**config.mk**
```make
export PLATFORM = sky130hd
export DESIGN_NAME = w5300_ready_gate
export DESIGN_NICKNAME = d
export VERILOG_FILES = /design/src/rtl/w5300_ready_gate.sv
export SDC_FILE = /design/constraint.sdc
export NUM_CORES = 1
export LEC_CHECK = 0
export CORE_ASPECT_RATIO = 1.5
export CORE_UTILIZATION = 50
export CTS_CLUSTER_DIAMETER = 60
export CTS_CLUSTER_SIZE = 30
export DETAILED_ROUTE_END_ITERATION = 10
export PLACE_DENSITY_LB_ADDON = 0.1
export SLEW_MARGIN = 15
export SYNTH_ARGS = -nofsm -noshare
export SYNTH_HDL_FRONTEND = slang
export SYNTH_SLANG_ARGS = --single-unit
```
**constraint.sdc**
```tcl
create_clock -name clk -period 3.86 [get_ports clk]
set_clock_uncertainty 0.1 [all_clocks]
set_input_delay 1.158 -clock clk [delete_from_list [all_inputs] [get_ports clk]]
set_output_delay 1.158 -clock clk [all_outputs]
set_load 0.01 [all_outputs]
```
**src/rtl/w5300_ready_gate.sv**
```systemverilog
// W5300 reset/settle tracker: gates QL accesses until the chip is out of reset and its PLL has settled.
// Optional ACCESS_TIMEOUT_EN adds a bounded-wait bus-error pulse on access_err.
module w5300_ready_gate #(
    parameter int SETTLE_CYCLES  = 75000,
    parameter int CNT_WIDTH      = 17,
    parameter int MIN_LOW_CYCLES = 15,
    parameter int TIMEOUT_CYCLES = 150000
) (
    input  logic       clk,
    input  logic       resetl,
    input  logic       w5300_resetl,
    input  logic       access_req,
    output logic       access_grant,
    output logic       access_wait,
    output logic       ready,
    output logic       short_reset,
    output logic [7:0] reset_events,
    output logic       access_err
);

    localparam int                   LOW_W       = $clog2(MIN_LOW_CYCLES + 1);
    localparam logic [LOW_W-1:0]     LOW_MAX     = LOW_W'(MIN_LOW_CYCLES);
    localparam logic [CNT_WIDTH-1:0] SETTLE_LAST = CNT_WIDTH'(SETTLE_CYCLES - 1);

    if ((2 ** CNT_WIDTH) <= SETTLE_CYCLES || TIMEOUT_CYCLES < 1) begin : g_param_check
        $error("w5300_ready_gate: CNT_WIDTH too small for SETTLE_CYCLES, or TIMEOUT_CYCLES < 1");
    end

    typedef enum logic [1:0] {
        IN_RESET,
        SETTLING,
        READY
    } state_e;

    state_e                 state_q, state_d;
    logic [CNT_WIDTH-1:0]   settle_cnt_q, settle_cnt_d;
    logic [LOW_W-1:0]       low_cnt_q, low_cnt_d;
    logic                   ready_q, ready_d;
    logic                   short_q, short_d;
    logic [7:0]             events_q, events_d;
    logic                   powerup_q, powerup_d;   // first exit after block reset is pending

    // NOTE: sequential state uses non-blocking assignments only, so every
    // register samples the pre-edge values of its neighbours.
    always_ff @(posedge clk or negedge resetl) begin
        if (!resetl) begin
            state_q      <= IN_RESET;
            settle_cnt_q <= '0;
            low_cnt_q    <= '0;
            ready_q      <= 1'b0;
            short_q      <= 1'b0;
            events_q     <= '0;
            powerup_q    <= 1'b1;
        end else begin
            state_q      <= state_d;
            settle_cnt_q <= settle_cnt_d;
            low_cnt_q    <= low_cnt_d;
            ready_q      <= ready_d;
            short_q      <= short_d;
            events_q     <= events_d;
            powerup_q    <= powerup_d;
        end
    end

    // NOTE: every variable gets a hold default first so no path infers a latch.
    always_comb begin
        state_d      = state_q;
        settle_cnt_d = settle_cnt_q;
        low_cnt_d    = low_cnt_q;
        ready_d      = ready_q;
        short_d      = short_q;
        events_d     = events_q;
        powerup_d    = powerup_q;

        case (state_q)
            IN_RESET: begin
                if (!w5300_resetl) begin
                    if (low_cnt_q < LOW_MAX) low_cnt_d = low_cnt_q + 1'b1;
                end else begin
                    state_d      = SETTLING;
                    settle_cnt_d = '0;
                    powerup_d    = 1'b0;
                    if (events_q != 8'hFF) events_d = events_q + 8'd1;
                    if (!powerup_q && (low_cnt_q < LOW_MAX)) short_d = 1'b1;
                end
            end
            SETTLING: begin
                // A low sample beats a coincident settle completion.
                if (!w5300_resetl) begin
                    state_d      = IN_RESET;
                    low_cnt_d    = LOW_W'(1);
                    settle_cnt_d = '0;
                end else begin
                    settle_cnt_d = settle_cnt_q + 1'b1;
                    if (settle_cnt_q == SETTLE_LAST) begin
                        state_d = READY;
                        ready_d = 1'b1;
                    end
                end
            end
            READY: begin
                if (!w5300_resetl) begin
                    state_d   = IN_RESET;
                    ready_d   = 1'b0;
                    low_cnt_d = LOW_W'(1);
                end
            end
            default: state_d = IN_RESET;
        endcase
    end

    // The raw line term blocks a grant in the cycle the line falls, before ready drops.
    assign access_grant = access_req & ready_q & w5300_resetl;
    assign access_wait  = access_req & ~access_grant;
    assign ready        = ready_q;
    assign short_reset  = short_q;
    assign reset_events = events_q;

`ifdef ACCESS_TIMEOUT_EN
    localparam int                WAIT_W   = $clog2(TIMEOUT_CYCLES + 1);
    localparam logic [WAIT_W-1:0] WAIT_MAX = WAIT_W'(TIMEOUT_CYCLES);

    logic [WAIT_W-1:0] wait_cnt_q, wait_cnt_d;
    logic              err_q, err_d;

    // Counter parks at WAIT_MAX so the error fires once per continuous wait.
    always_comb begin
        wait_cnt_d = wait_cnt_q;
        err_d      = 1'b0;
        if (!access_wait) begin
            wait_cnt_d = '0;
        end else if (wait_cnt_q != WAIT_MAX) begin
            wait_cnt_d = wait_cnt_q + 1'b1;
            err_d      = (wait_cnt_q == WAIT_MAX - 1'b1);
        end
    end

    always_ff @(posedge clk or negedge resetl) begin
        if (!resetl) begin
            wait_cnt_q <= '0;
            err_q      <= 1'b0;
        end else begin
            wait_cnt_q <= wait_cnt_d;
            err_q      <= err_d;
        end
    end

    assign access_err = err_q;
`else
    assign access_err = 1'b0;
`endif

endmodule

```
==> impl_metrics.toml <==
[worst_hold_path]
hp-start = "settle_cnt_q[16]"
min_path_type = "flip-flop to flip-flop"
hold_end = "settle_cnt_q[16]"
holdPathStages = 1

[global_routing]
gr-total-overflow = 0
grt_max_degree = 35
grt_pass1_wl_um = 6930
grt_pass1_vias = 1620
antenna_found_initial = 0
track_usage_pct = 22.3

[power]
p_leak_nw = 0.924
ir_drop_mv = 0.298
p_per_area_mw_per_mm2 = 537
p_total_mw = 1.16

[synth]
async_flop_share_pct = 100
netlist_area_mm2 = 0.00190
synth-edff-count = 0
syn_avg_cell_area_um2 = 9.40
synth_cells = 202
yosysSeqAreaShare_pct = 44.9
yosys-top-cells-area = "dfrtp_1, o21ai_0, ha_1"
synth_top_area_cell = "dfrtp_1"
yosys_most_used_dff = "dfrtp_1"
synth-seq-cells = 34
synth_nets = 212
yosysWarnings = 0
synth.top_cell.area_share_pct = 43.5
synth_cell_types = 47

[clocking]
clock_sinks = 34
numCtsBuffers = 5
cts.repair.resized = 0
cts_setup_buffers = 0
cts_tree = "done"
clock_latency_ps = 290
clockBufferDepth = 2
hold_buffers = 0
clockRootBuffer = "clkbuf_8"
htreeDepth = 2
path_clk_slew_ps = 70

[sta]
slew_headroom_pct = 58.9
fin_crit_sh_pct = 93.6
worstMarginPinSlew_ps = 615
finalHoldViolations = 0
setup_viol_count_final = 0
min_period_ps = 3610
clock.fmax_mhz = 277
setup_slack_ps = 246
setup_tns_ps = 0
slew_viol_final = 0
rsz0062_at_grt = "no"

[die]
die_h_um = 77.5
die_x_um = 52.3
ioPinCount = 17
coreArea_mm2 = 0.00365
start_util_pct = 52.0
placementRows = 27
dieArea_mm2 = 0.00405

[placement]
portBuffers = 15
gp_congestion = 0.957
hpwl_um = 2860
preCtsSetupSlack_ps = 233
placed_area_mm2 = 0.00207

[critical_path]
startpoint_type = "primary input"
worst_path_most_repeated_cell = "clkdlybuf4s50_1"
r2r_cells = 5
r2r-start = "state_q[1]"
cp_slowest_cell = "clkdlybuf4s50_1"
arrival_ps = 2360
crit_type = "primary input to output port"
end_kind = "output port"
r2r_slack_ps = 1730
cpPeakStageDelay_ps = 540
required_ps = 2600
crit_fanout = 3
rr_endpoint = "settle_cnt_q[9]"
crit_chain = "clkdlybuf4s50_1 -> and3_1 -> clkdlybuf4s50_1"

[cells_and_area]
postLayoutCellArea_mm2 = 0.00217
fin_nets = 227
drive_above_1_share_pct = 7.34
syn_to_final_growth_pct = 14.1
fill_cells = 321
diodes = 0

[detailed_routing]
wire_per_inst_um = 15.7
drt_iter0_markers = 74
dr.pass1.iters = 5
via_per_inst = 6.41
routed_wl_um = 4110
drc_errors = 0
final_antenna_net_count = 0
vias = 1672

[job]
maxCapViolations = 0

[status]
status = "completed"
## where the power goes
| group | internal [mW] | switching (mW) |
|---|---|---|
| Sequential | 0.420 | 0.0709 |
| Clock | 0.144 | 0.130 |
| Combinational | 0.180 | 0.218 |
| Total | 0.744 | 0.419 |
## worst max path at each step
stage            startpoint            to  slack (ps)  cells past startpoint
6_report       w5300_resetl  access_grant         250                      3
5_1_grt          access_req   access_wait         170                      3
4_1_cts        w5300_resetl  access_grant         240                      3
3_5_place_dp     access_req   access_wait         230                      3
3_3_place_gp     access_req   access_wait         260                      3
2_1_floorplan  w5300_resetl   access_wait         970                      2
## Yosys cell counts (2+ instances only)
| cell | n |
|---|---|
| mux2i_1 | 2 |
| o211ai_1 | 3 |
| inv_1 | 7 |
| a21oi_1 | 11 |
| a41oi_1 | 4 |
| dfrtp_1 | 33 |
| a21boi_0 | 2 |
| or4_1 | 2 |
| nand3_1 | 10 |
| and2_1 | 3 |
| o21ai_0 | 20 |
| mux2_2 | 2 |
| and4_1 | 4 |
| nor2_1 | 7 |
| and3_1 | 5 |
| nor2b_1 | 3 |
| o31ai_1 | 3 |
| a211o_1 | 2 |
| a22o_1 | 2 |
| o41ai_1 | 2 |
| or3_1 | 3 |
| ha_1 | 6 |
| nor4_1 | 3 |
| a31oi_1 | 9 |
| nand2_1 | 20 |
| xor2_1 | 2 |
| nand4_1 | 6 |
| clkbuf_1 | 7 |
## kinds of logic after synthesis
family / after synthesis / share of synthesized area (%)
simple gates: 74 / 22.2
buf+inv: 17 / 4.02
compound gates: 63 / 21.1
fa+ha+maj: 6 / 3.96
xor+xnor: 3 / 1.38
other cells: 1 / 0.198
flops: 34 / 44.9
mux: 4 / 2.24
## cells in the final DEF (no fill, tap or decap), types with 2 or more instances in the layout
cell and instances:
nor2b_1 3, clkbuf_8 6, nand4_1 6, buf_4 3
a41oi_1 4, and4_1 4, nor4_1 3, o41ai_1 2
and3_1 5, o211ai_1 3, clkdlybuf4s50_1 15, o31ai_1 3
ha_1 6, mux2i_1 2, a21boi_0 2, inv_1 7
nor2_1 7, a31oi_1 9, a22o_1 2, nand3_1 10
a211o_1 2, o21ai_0 20, and2_1 3, mux2_2 2
a21oi_1 11, or4_1 2, dfrtp_1 33, or3_1 3
nand2_1 20, xor2_1 2
## worst max-delay path: cells and delay by family
| kind | cells | cell delay [ps] |
|---|---|---|
| buffers and inverters | 2 | 1030 |
| AND/OR/NAND/NOR | 1 | 160 |
## stage by stage
step	util (%)	hold slack (ps)	cells
after CTS	59.4	391	261
after detailed placement	56.9	380	253
after floorplan	-	345	202
after global placement	56.9	352	253
final	59.4	390	261
after global routing	59.4	406	261
## sequential cells by signal (all words and copies together) (netlist names)
signal        cells
low_cnt_q         4
reset_events      8
powerup_q         1
ready             1
settle_cnt_q     17
short_reset       1
state_q           2
## routing by layer
| layer | GRT usage (%) | share of wire [%] | vias to the layer above |
|---|---|---|---|
| met4 | 9.74 | 1.8 | 0 |
| li1 | - | - | 797 |
| met2 | 38.2 | 53 | 44 |
| met3 | 5.29 | 3.4 | 12 |
| met1 | 25.2 | 42 | 819 |
| met5 | 0 | 0 | - |
## layout make-up
type / instances / area, um2 / area share [%]
Timing Repair Buffer: 18 / 173 / 7.97
Clock inverter: 1 / 5.00 / 0.231
Sequential cell: 34 / 852 / 39.3
Clock buffer: 7 / 86.3 / 3.99
Inverter: 7 / 26.3 / 1.21
Multi-Input combinational cell: 151 / 970 / 44.8
Tap cell: 43 / 53.8 / 2.48
No activity file was read; power rests on OpenSTA's default activity.
